$ cat src/rtl/clk_div_prog.sv
`default_nettype none
// ============================================================================
// Module      : clk_div_prog
// Description : Runtime-programmable integer clock divider with 50% duty for
//               odd and even divisors, divide-by-1 bypass, clean enable stop,
//               glitch-free divisor changes at period boundaries and a
//               per-period tick.
// Revision    : 1.0 - initial release
// ============================================================================
module clk_div_prog #(
    parameter int CNT_W   = 8,
    parameter int DIV_RST = 3
) (
    input  logic             clk,
    input  logic             rst_n,
    input  logic             en,
    input  logic [CNT_W-1:0] div_i,
    output logic             clk_out,
    output logic             tick,
    output logic [CNT_W-1:0] div_act,
    output logic             running
);

    typedef enum logic {
        IDLE = 1'b0,
        RUN  = 1'b1
    } state_t;

    localparam logic [CNT_W-1:0] C_ONE   = CNT_W'(1);
    localparam logic [CNT_W:0]   C_ONE_W = (CNT_W+1)'(1);

    state_t           state;
    state_t           state_nxt;
    logic [CNT_W-1:0] cnt;
    logic [CNT_W-1:0] cnt_nxt;
    logic [CNT_W-1:0] cnt_inc;
    logic [CNT_W-1:0] last_cnt;
    logic [CNT_W-1:0] div_nxt;
    logic [CNT_W:0]   half;
    logic             q_pos;
    logic             q_pos_nxt;
    logic             q_neg;
    logic             tick_nxt;
    logic             bypass;
    logic             req_bypass;
    logic             boundary;

    // Period arithmetic on the divisor currently in effect. The half point is
    // one bit wider so that (2^CNT_W-1)+1 does not wrap.
    always_comb begin
        cnt_inc    = cnt + C_ONE;
        last_cnt   = div_act - C_ONE;
        half       = ({1'b0, div_act} + C_ONE_W) >> 1;
        bypass     = (div_act <= C_ONE);
        req_bypass = (div_i <= C_ONE);
        boundary   = bypass || (cnt == last_cnt);
    end

    // Next-state and next-register values for the IDLE/RUN controller.
    // At each period start q_pos goes high only for a divided period; in
    // bypass it is held low so that the negedge copy is low when a divided
    // period resumes and an odd divisor still rises on the clk negedge.
    always_comb begin
        state_nxt = state;
        cnt_nxt   = cnt;
        div_nxt   = div_act;
        q_pos_nxt = q_pos;
        tick_nxt  = 1'b0;
        if (state == IDLE) begin
            cnt_nxt   = '0;
            q_pos_nxt = 1'b0;
            if (en) begin
                state_nxt = RUN;
                div_nxt   = div_i;
                q_pos_nxt = !req_bypass;
                tick_nxt  = 1'b1;
            end
        end else begin
            if (boundary) begin
                // The last div_i present at the boundary wins, even when
                // the divider is stopping.
                div_nxt = div_i;
                cnt_nxt = '0;
                if (!en) begin
                    state_nxt = IDLE;
                    q_pos_nxt = 1'b0;
                    tick_nxt  = 1'b0;
                end else begin
                    q_pos_nxt = !req_bypass;
                    tick_nxt  = 1'b1;
                end
            end else begin
                cnt_nxt   = cnt_inc;
                q_pos_nxt = ({1'b0, cnt_inc} < half);
                tick_nxt  = 1'b0;
            end
        end
    end

    // Posedge state: controller, counter, active divisor, phase and tick.
    always_ff @(posedge clk or negedge rst_n) begin
        if (!rst_n) begin
            state   <= IDLE;
            cnt     <= '0;
            div_act <= CNT_W'(DIV_RST);
            q_pos   <= 1'b0;
            tick    <= 1'b0;
        end else begin
            state   <= state_nxt;
            cnt     <= cnt_nxt;
            div_act <= div_nxt;
            q_pos   <= q_pos_nxt;
            tick    <= tick_nxt;
        end
    end

    // Negedge-retimed phase copy, used to stretch odd-divisor high time by
    // half a source period.
    always_ff @(negedge clk or negedge rst_n) begin
        if (!rst_n) begin
            q_neg <= 1'b0;
        end else begin
            q_neg <= q_pos;
        end
    end

    // Output mux: bypass gates the source clock, even divisors use the
    // posedge phase, odd divisors AND both phases.
    always_comb begin
        running = (state == RUN);
        if (bypass) begin
            clk_out = clk & running;
        end else if (div_act[0]) begin
            clk_out = q_pos & q_neg;
        end else begin
            clk_out = q_pos;
        end
    end

endmodule
`default_nettype wire

$ cat config.mk
export PLATFORM = sky130hd
export DESIGN_NAME = clk_div_prog
export DESIGN_NICKNAME = d
export VERILOG_FILES = /design/src/rtl/clk_div_prog.sv
export SDC_FILE = /design/constraint.sdc
export NUM_CORES = 1
export LEC_CHECK = 0
export CORE_MARGIN = 5
export CORE_UTILIZATION = 53
export DETAILED_ROUTE_END_ITERATION = 8
export PLACE_DENSITY = 0.83
export SLEW_MARGIN = 20
export SYNTH_ARGS = -nofsm -noshare
export SYNTH_HDL_FRONTEND = slang
export SYNTH_SLANG_ARGS = --single-unit
$ cat constraint.sdc
create_clock -name clk -period 2.8 [get_ports clk]
set_clock_uncertainty 0.1 [all_clocks]
set_input_delay 0.84 -clock clk [delete_from_list [all_inputs] [get_ports clk]]
set_output_delay 0.84 -clock clk [all_outputs]
set_load 0.05 [all_outputs]
==> reports/summary.md, run 1 <==
The run finished, with violations left. The checks that failed: setup timing. The count of flip-flops with a built-in enable after synthesis was 0.

Entering global routing, the biggest net connects 20 pins. For the number of placed cells counting well taps, the log shows 191. The run gives 0.0723 as the met3 demand-to-capacity share in global routing. In the synthesized netlist the dominant register cell turns out to be sky130_fd_sc_hd__dfrtp_1.

The endpoint required time on the critical path was 1.86 ns; the async set-reset flop share out of synthesis was 1.00. The number of nets in the layout was 191; the worst slack at placement was -0.913 ns. In the routed design, unresolved DRC markers number 0. The met1 global-route usage is 0.246, and the portion of the post-synthesis area used by sequential elements is 0.354.

At the pin with the least slew margin, the transition time is 0.516 ns. The clock-pin slew on the worst setup and hold paths came out at 0.11 ns. The post-detailed-route via-to-cell ratio is 5.96, and the arrival time of the worst setup path is 2.63 ns. For the number of global-route vias before repair, the log shows 1,198.

sky130_fd_sc_hd__dfrtp_1 is the most common cell in the netlist. Of all cell types, the one taking the most synthesized area is sky130_fd_sc_hd__dfrtp_1. The starting utilization of the core area was 0.563; the overall die height was 61.8 um. Via count of the routed design: 1,180. STA classifies the critical path startpoint as a flop.

The number of cells on the worst reg-to-reg path works out to 9. The run gives 22 as the number of placed I/O pins. The run gives 0 as the global-route congestion overflow total. Dividing the detail-routed wire length by the instance count gives 17.2 um. The smallest setup slack after layout came out at -0.767 ns. STA classifies the critical path endpoint as a primary output.

At the end of routability-driven placement, the weighted congestion stood at 0.776. Setup repair after global routing could not meet its margin everywhere. Share of Yosys cell area claimed by the top area cell type: 0.299. The later pin in the worst-skew pair is clocked with a latency of 0.42 ns. Detailed placement ended at an HPWL of 2480 um. The finished layout holds 198 standard cells, fillers aside. For this design the static power due to leakage is 0.876 nW. Relative to the synthesized area, the layout overhead comes to 28.7%. Utilization after layout: 0.725.

Traced cell by cell, the critical path runs through o21ai_2 > mux2i_4 > buf_6. The first detailed-routing pass ran for 4 iterations. The tools report the number of instances in the synthesized netlist as 133. Once placement finished, the instance area stood at 1750 um^2. Summing every instance area after synthesis gives 1420 um^2. After floorplanning, the core was sized to cover 2520 um^2. The number of input and output port buffers inserted was 21. The max-slew violation total from the final report is 0.

With fillers left out, the area of the finished cells amounts to 1830 um^2. The category of the critical setup timing path is reg -> out. The hold-critical path depth is 1, and the number of warnings printed during yosys synthesis is 0. TritonCTS built the clock tree. After floorplanning, the core was divided into 18 placement rows. For this block, the routed nets add up to 3400 um of wire. The number of design-rule violations left by the first detailed-router iteration was 81. The floorplan step defined a die boundary enclosing 3820 um^2.

The layer flagged by global routing as most heavily used is met2. The met2 track demand over resource in global routing is 0.332, and the power density of the placed cells is 1390 nW/um^2. Count of final hold-check violations: 0. Sorting the synthesized cells by area gives the leading types as sky130_fd_sc_hd__dfrtp_1 (30%), sky130_fd_sc_hd__ha_1 (9.7%), sky130_fd_sc_hd__mux2_4 (8.5%). The per-instance average area after synthesis is 10.7 um^2, and the register bit total from synthesis is 20. The delay contributed by the slowest stage of the critical path came out at 0.42 ns.

The run gives 0 as the number of antenna-violating nets in the routed design. Max-cap violations in this run came to 0. The relative slew slack was 0.656; the die outline width was 61.8 um. The slowest stage of the critical path is the sky130_fd_sc_hd__dfrtn_1 cell.

Counting distinct cell types in the post-synthesis netlist gives 40. The top fanout value on the critical path was 1; the post-synth net total was 155. For the wire length of the first global-routing pass, the log shows 5540 um. The run gives 0 as the initial antenna violation count. The share of post-route cells with drive strength above 1 came out at 0.238. The worst hold path belongs to the class reg -> reg.

The run gives 0.210 as the total track usage. Final setup violation count: 1. The commonest cells after synthesis are sky130_fd_sc_hd__dfrtp_1 (17), sky130_fd_sc_hd__xor2_1 (13), sky130_fd_sc_hd__ha_1 (11). The maximum resistive drop on vdd is 0.989 mV, and the number of inserted diodes is 0. The tools report the sum of negative setup slack as -0.767 ns.
[cell type report]
class	count	area, um^2
clock buffers	7	56.3
clock inverters	1	30.0
fillers	167	693
inverters	3	11.3
multi-input cells	103	878
flip-flops and latches	20	503
well taps	30	37.5
repair buffers	34	313
[final timing paths]
| path | start | endpoint | slack (ns) |
|---|---|---|---|
| hold reg to reg | cnt[0] | cnt[0] | 0.47 |
| setup reg to reg | div_act[1] | div_act[3] | 0.11 |
| setup / recovery | q_neg | clk_out | -0.77 |
| hold / removal | cnt[0] | cnt[0] | 0.47 |
| max in group asynchronous | rst_n | q_neg | 0.66 |
| min in group asynchronous | rst_n | div_act[4] | 0.75 |
[cells in the final DEF (no fill, tap or decap), drive strengths merged, types with 2 or more instances in the layout]
| cell type | synthesis | layout |
|---|---|---|
| nor2b | 6 | 6 |
| ha | 11 | 11 |
| dfrtp | 17 | 17 |
| xnor2 | 9 | 9 |
| a21o | 2 | 2 |
| dlygate4sd2 | 0 | 2 |
| nand3 | 10 | 10 |
| a21oi | 2 | 2 |
| clkbuf | 1 | 6 |
| nor3 | 2 | 2 |
| nand2b | 2 | 2 |
| and3 | 3 | 3 |
| nor2 | 7 | 7 |
| o21ai | 3 | 3 |
| xor2 | 13 | 13 |
| clkdlybuf4s50 | 0 | 14 |
| a22oi | 2 | 2 |
| inv | 3 | 3 |
| mux2 | 8 | 8 |
| buf | 6 | 15 |
| dlymetal6s2s | 0 | 4 |
| dfstp | 2 | 2 |
| mux2i | 2 | 2 |
| nand4 | 2 | 2 |
| or4 | 3 | 3 |
| nor4 | 2 | 2 |
| nand2 | 4 | 4 |
[layer usage]
| layer | part of all wire | vias to the layer above | wire (um) |
|---|---|---|---|
| li1 | - | 536 | - |
| met1 | 0.43 | 583 | 1460 |
| met2 | 0.48 | 47 | 1650 |
| met3 | 0.054 | 14 | 184 |
| met4 | 0.030 | 0 | 102 |
| met5 | 0 | - | 0 |
[critical path: cells and delay by family, from the launching register on]
kind	cells	cell delay (ns)
compound gates	1	0.06
mux	1	0.14
buf+inv	1	0.18
flops	1	0.42
[registers in the layout, indices dropped and copies added, names as in the netlist]
name	count
cnt	8
div_act	8
q_neg	1
q_pos	1
running	1
tick	1
[cells by family (layout without fill, tap and decap cells)]
kind of cell,count (synthesis),in the layout,synth area share
DFF,20,20,0.354
buffers and inverters,10,45,0.0396
xor gates and xnor gates,22,22,0.136
adders and majority gates,11,11,0.0968
and+or+nand+nor,44,44,0.189
muxes,10,10,0.0986
AOI/OAI and AO/OA,16,16,0.0863
[where the power goes]
group | total (mW) | internal [mW] | leakage, nW | switching (mW)
Sequential | 0.556 | 0.426 | 0.234 | 0.129
Combinational | 1.62 | 0.715 | 0.585 | 0.902
Clock | 0.376 | 0.222 | 0.0575 | 0.154
Total | 2.55 | 1.36 | 0.876 | 1.19
[stage by stage]
stage	total power [mW]	hold slack, ns
detailed placement	2.24	0.464
finish	2.55	0.472
floorplan	1.77	0.391
global route	2.72	0.496
global placement	2.16	0.434
CTS	2.55	0.481
[repair_timing]
action	4_1_cts	5_1_grt
buffers inserted	0	0
hold buffers	0	0
pin swaps	0	2
gates resized for setup	9	4
setup endpoints to repair	4	12
Note: power is estimated with default switching activity, not from simulation.
==> run 2, diff against run 1 <==
--- a/config.mk
+++ b/config.mk
@@ -8,7 +8,8 @@
 export CORE_MARGIN = 5
 export CORE_UTILIZATION = 53
 export DETAILED_ROUTE_END_ITERATION = 8
-export PLACE_DENSITY = 0.83
+export MAX_ROUTING_LAYER = met4
+export PLACE_DENSITY = 0.75
 export SLEW_MARGIN = 20
 export SYNTH_ARGS = -nofsm -noshare
 export SYNTH_HDL_FRONTEND = slang
==> constraint.sdc (replaced) <==
create_clock -name clk -period 2.8 [get_ports clk]
set_clock_uncertainty 0.1 [all_clocks]
set_input_delay 0.28 -clock clk [delete_from_list [all_inputs] [get_ports clk]]
set_output_delay 0.28 -clock clk [all_outputs]
set_load 0.05 [all_outputs]
==> reports/summary.md, run 2 (synthesis gave the netlist of run 1 again) <==
The run gives 0.693 (-0.0317) as the utilization after layout. STA classifies the critical path endpoint as a primary output. Final cell area excluding filler cells: 1750 um^2 (-4.4%).

The max-slew violation total from the final report is 0 (unchanged), and the filler-free cell count of the finished design is 190 (-4.0%). The placed cell area came out at 1670 um^2 (-4.2%). The maximum resistive drop on vdd was 0.891 mV (-9.9%). The starting utilization of the core area was 0.563 (unchanged); the die outline width was 61.8 um (unchanged).

The number of antenna-violating nets in the routed design is 0 (unchanged). The wire length of the first global-routing pass came out at 5140 um (-7.2%). The internal power contribution was 1.30 mW (-4.7%); the number of placed I/O pins was 22 (unchanged).

The total met2 wirelength after detailed routing is 1390 um (-16%). The number of violations of the max-capacitance limit was 0 (unchanged). The run gives 0 (unchanged) as the post-route DRC violation count. The power density of the placed cells is 1390 nW/um^2 (about the same), and the overall die height is 61.8 um (unchanged).

The switching share of total power was 0.467 (+0.00219). The largest net degree at the start of global routing was 20 (unchanged). The highest layer used for signal routing was met4. The sequential group share of total power came out at 0.255 (+0.037). The logs give 0 (unchanged) for the post-CTS setup buffer count and 2.42 ns (+0.56 ns) for the endpoint required time on the critical path.

The worst slack at placement was -0.386 ns (+0.527 ns). The estimated wirelength of the detail-placed design was 2230 um (-10%). The top fanout value on the critical path was 1 (unchanged); the multi-input combinational cell area was 866 um^2 (-1.4%). The cell row count is 18 (unchanged), and the post-detailed-route via-to-cell ratio is 5.57 (-6.5%).

The smallest setup slack after layout is -0.237 ns (+0.530 ns). For the initial antenna violation count, the log shows 0 (unchanged). The clock insertion delay at the later pin of the skew report was 0.42 ns (about the same); the worst hold margin was 0.124 ns (-0.348 ns).

The run gives 2.44 mW (-4.3%) as the total power. The checks that failed: setup timing. Number of global-route vias before repair: 1,150 (-4.0%). For the routability-driven placement congestion ratio, the log shows 0.822 (+5.9%). The worst setup path is launched from a flop. The clock network fraction of total power is 0.152 (+0.005), and the number of placed cells counting well taps is 183 (-4.2%).

The run gives 3820 um^2 (unchanged) as the area of the die. The category of the critical setup timing path is reg -> out. The via count of the routed design came out at 1,059 (-10%). For the sequential cell area in the final layout, the log shows 503 um^2 (unchanged). The relative slew slack was 0.662 (+0.00624). Setup repair after global routing could not meet its margin everywhere. The number of inserted diodes was 0 (unchanged).

The run gives 0.794 nW (-9.3%) as the leakage power. TritonCTS built the clock tree. Leaving out fill and tap cells, the most frequent cells in the layout are sky130_fd_sc_hd__clkdlybuf4s50_1 (20), sky130_fd_sc_hd__dfrtp_1 (17), sky130_fd_sc_hd__xor2_1 (13), sky130_fd_sc_hd__ha_1 (11), sky130_fd_sc_hd__nand3_1 (10). The largest registers in the layout are cnt x8, div_act x8. The clock-pin slew on the worst setup and hold paths is 0.13 ns (+0.02 ns), and the routed metal-1 wire length is 1400 um (-4.4%). The flow ran to the end, but the final reports show violations. The tools report the power share of the combinational group as 0.593 (-0.042).

The arrival time of the worst setup path was 2.66 ns (+0.03 ns); the final setup violation count was 1 (unchanged). The run gives 1.14 mW (-3.9%) as the reported net switching power. Fill cell total of the finished layout: 207 (+24%). Leading cell type in the layout, fill and taps excluded: sky130_fd_sc_hd__clkdlybuf4s50_1. The routed wirelength normalized by instance count was 15.6 um (-9.1%). The total track usage is 0.193 (-0.0167). Total wirelength of the detailed-routed design: 2970 um (-13%). The sum of negative setup slack is -0.237 ns (+0.530 ns).

The slew at the pin closest to its max-slew limit was 0.506 ns (-0.0101 ns). For the number of design-rule violations left by the first detailed-router iteration, the log shows 39 (-52%). The run gives 154 um (-16%) as the met3 wire length.

The standard cell core area is 2520 um^2 (unchanged), and the number of nets in the layout is 183 (-4.2%). The tools report the global-route congestion overflow total as 0 (unchanged). The run gives 4 (unchanged) as the first-pass iteration count of the detailed router.

The worst hold path belongs to the class in -> async. Number of input and output port buffers inserted: 21 (unchanged). The share of post-route cells with drive strength above 1 is 0.194 (-0.0443), and the count of final hold-check violations is 0 (unchanged).

Compared with the post-synthesis result, the final layout area differs by 23.1%.
[run 2: cell types whose count changed in the layout (fill, tap and decap cells not counted), moves of 2 or more]
cell,before,now
sky130_fd_sc_hd__buf_4,14,6
sky130_fd_sc_hd__clkdlybuf4s50_1,14,20
sky130_fd_sc_hd__dlygate4sd2_1,2,0
sky130_fd_sc_hd__dlymetal6s2s_1,4,0
[run 2: path summary, 6_finish.rpt]
kind | startpoint | end | slack, ns | depth (start not counted)
setup / recovery | q_neg | clk_out | -0.24 | 3
hold / removal | rst_n | tick | 0.12 | 2
setup reg to reg | div_act[1] | div_act[4] | 0.13 | 8
hold reg to reg | cnt[0] | cnt[0] | 0.47 | 1
max in group asynchronous | rst_n | q_neg | 1.28 | 1
min in group clk | div_i[0] | div_act[0] | 0.37 | 2
[run 2: what timing repair did]
| action | 4_1_cts | 5_1_grt |
|---|---|---|
| setup endpoints to repair | 1 | 1 |
| hold buffers | 0 | 0 |
| gates resized for setup | 8 | 0 |
| pin swaps | 0 | 0 |
[run 2: routing by layer]
layer	global-route usage	up-vias
li1	-	522
met4	0.0879	0
met2	0.296	33
met3	0.0537	3
met5	-	-
met1	0.237	501
[run 2: critical path, stage by stage (launching register included)]
cell and delay (ns):
sky130_fd_sc_hd__dfrtn_1 0.41, sky130_fd_sc_hd__o21ai_1 0.06, sky130_fd_sc_hd__mux2i_2 0.17, sky130_fd_sc_hd__buf_6 0.18
[run 2: power by group through the flow]
stage | Combinational [mW] | Sequential [mW] | Clock, mW
finish | 1.45 | 0.622 | 0.371
global route | 1.60 | 0.652 | 0.390
CTS | 1.45 | 0.623 | 0.375
detailed placement | 1.44 | 0.628 | 0.0588
global placement | 1.42 | 0.620 | 0.0589
floorplan | 0.939 | 0.769 | 0.0454
[run 2: final cells by class]
type	count	area share
inverter	3	0.00644
clock inverter	1	0.0172
timing repair buffer	26	0.140
multi-input combinational	103	0.495
sequential	20	0.288
tap	30	0.0215
clock buffer	7	0.0322
==> run 3, diff against run 2 <==
--- a/config.mk
+++ b/config.mk
@@ -6,10 +6,10 @@
 export NUM_CORES = 1
 export LEC_CHECK = 0
 export CORE_MARGIN = 5
-export CORE_UTILIZATION = 53
+export CORE_UTILIZATION = 35
 export DETAILED_ROUTE_END_ITERATION = 8
 export MAX_ROUTING_LAYER = met4
-export PLACE_DENSITY = 0.75
+export PLACE_DENSITY = 0.55
 export SLEW_MARGIN = 20
 export SYNTH_ARGS = -nofsm -noshare
 export SYNTH_HDL_FRONTEND = slang
==> reports/summary.md, run 3 (synthesis gave the netlist of run 1 again) <==
The worst setup path is of the reg -> out kind. The clock insertion delay at the later pin of the skew report was 0.37 ns (-0.05 ns); the total power was 2.57 mW (+5.5%). Clock-pin slew on the worst setup and hold paths: 0.08 ns (-0.05 ns).

The logs give 5550 um (+8.1%) for the wire length of the first global-routing pass and 1730 um^2 (+3.1%) for the placed cell area. The cell row count was 23 (+5); the fill cell total of the finished layout was 385 (+86%). The utilization after layout is 0.464 (-0.229), and the number of violations of the max-capacitance limit is 0 (unchanged). Routed signal wires occupy layers up through met4.

The post-route DRC violation count came out at 0 (unchanged). The largest individual stage delay along the critical path comes from the cell sky130_fd_sc_hd__dfrtn_1. The logs give 1580 um (+13%) for the routed metal-1 wire length and 0 (unchanged) for the global-route congestion overflow total.

Number of inserted diodes: 0 (unchanged). The library cells used most frequently in the layout, excluding fill and tap cells, are sky130_fd_sc_hd__clkdlybuf4s50_1 (20), sky130_fd_sc_hd__dfrtp_1 (17), sky130_fd_sc_hd__xor2_1 (13), sky130_fd_sc_hd__ha_1 (11), sky130_fd_sc_hd__nand3_1 (10). The total met2 wirelength after detailed routing was 1560 um (+12%).

The starting utilization of the core area came out at 0.358 (-0.206). For the initial antenna violation count, the log shows 0 (unchanged). Count of final hold-check violations: 0 (unchanged). The post-cts hold buffer count is 0 (unchanged).

The area of the die came out at 5440 um^2 (+42%). The logs give 0.21 ns (+0.08 ns) for the setup slack of the most critical reg-to-reg path and 2.59 ns (-0.07 ns) for the arrival time of the worst setup path. The max-slew violation total from the final report is 0 (unchanged), and the final setup violation count is 1 (unchanged). The endpoint required time on the critical path is 2.42 ns (about the same), and the top fanout value on the critical path is 1 (unchanged). The smallest setup slack after layout is -0.174 ns (+0.0628 ns). The total track usage is 0.140 (-0.0531). The final reports fail on setup timing. For the number of global-route vias before repair, the log shows 1,117 (-2.9%). Estimated wirelength of the detail-placed design: 2600 um (+17%).

Via count of the routed design: 1,064 (+0.47%). The maximum resistive drop on vdd was 0.580 mV (-35%). Leakage power: 0.828 nW (+4.2%). The logs give 0 (unchanged) for the number of antenna-violating nets in the routed design and 185 (+1.1%) for the number of nets in the layout.

The final cell area excluding filler cells came out at 1840 um^2 (+5.4%). The slew at the pin closest to its max-slew limit is 0.508 ns (+0.00237 ns). The startpoint type of the worst setup path was a flop.

Total wirelength of the detailed-routed design: 3260 um (+9.8%). For the first-pass iteration count of the detailed router, the log shows 4 (unchanged). The largest registers in the layout are cnt x8, div_act x8. The post-CTS setup buffer count came out at 0 (unchanged). TritonCTS built the clock tree. The critical path buffer and inverter count was 1 (unchanged); the signed area change from the synthesized netlist to the final layout was 29.7%.

The filler-free cell count of the finished design was 212 (+12%). The die outline width works out to 73.7 um (+19%). The flow ran to the end, but the final reports show violations. The critical path goes through o21ai_2 > mux2i_2 > buf_6. Setup repair after global routing could not meet its margin everywhere. Type of destination of the critical path: a primary output. The logs give 69 (+77%) for the number of design-rule violations left by the first detailed-router iteration and -0.380 ns (+0.00602 ns) for the worst slack at placement. Post-detailed-route via-to-cell ratio: 5.02 (-10%). The routed wirelength normalized by instance count is 15.4 um (-1.6%), and the relative slew slack is 0.660 (-0.00159).

The worst hold margin is 0.225 ns (+0.101 ns). The number of placed cells counting well taps was 205 (+12%); the delay contributed by the slowest stage of the critical path was 0.41 ns (about the same). The number of placed I/O pins came out at 22 (unchanged).

Broken down by cell family, the worst path's largest delay share belongs to flip-flops. The logs give 0.802 (-2.4%) for the routability-driven placement congestion ratio and 83 um (-46%) for the met3 wire length. The share of post-route cells with drive strength above 1 came out at 0.210 (+0.0161). The sum of negative setup slack is -0.174 ns (+0.0628 ns). The power density of the placed cells was 1400 nW/um^2 (+0.16%); the standard cell core area was 3970 um^2 (+57%). Overall die height: 73.7 um (+19%). The largest net degree at the start of global routing is 20 (unchanged), and the number of input and output port buffers inserted is 21 (unchanged).

The leading cell type in the layout, fill and taps excluded is sky130_fd_sc_hd__clkdlybuf4s50_1. The path class of the tightest hold or removal check is in -> async.
-- run 3: timing repair --
action	in CTS	in global routing
pin swaps	0	1
gates resized for setup	8	1
endpoints found under the setup margin	1	8
-- run 3: layer usage --
layer  global-route usage  up-vias
met3               0.0315        2
met2                0.214       17
met5                    -        -
li1                     -      522
met1                0.179      523
met4               0.0563        0
-- run 3: path summary, 6_finish.rpt --
check	startpoint	endpoint	cells past startpoint
worst max-delay path	q_neg	clk_out	3
worst min-delay path	rst_n	running	2
worst max register to register	div_act[0]	div_act[4]	9
worst min register to register	cnt[0]	cnt[0]	1
max in group asynchronous	rst_n	q_neg	1
min in group clk	div_i[0]	div_act[0]	2
-- run 3: where the power goes --
group | internal (mW) | switching (mW)
sequential | 0.426 | 0.206
clock | 0.305 | 0.161
combinational | 0.680 | 0.796
-- run 3: cell type report --
cell class / count / area [um^2] / share of cell area
multi-input combinational: 103 / 870 / 0.472
sequential: 20 / 503 / 0.273
timing repair buffer: 28 / 273 / 0.148
clock buffer: 7 / 93.8 / 0.0509
tap: 50 / 62.6 / 0.0339
clock inverter: 1 / 30.0 / 0.0163
inverter: 3 / 11.3 / 0.00611
-- run 3: worst reg2reg max path: cells and delay by family (launching register included) --
| family | cells | cell delay, ns |
|---|---|---|
| simple gates | 4 | 1.02 |
| flops | 1 | 0.38 |
| mux | 1 | 0.30 |
| buf+inv | 2 | 0.25 |
| fa+ha+maj | 1 | 0.25 |
| compound gates | 1 | 0.20 |
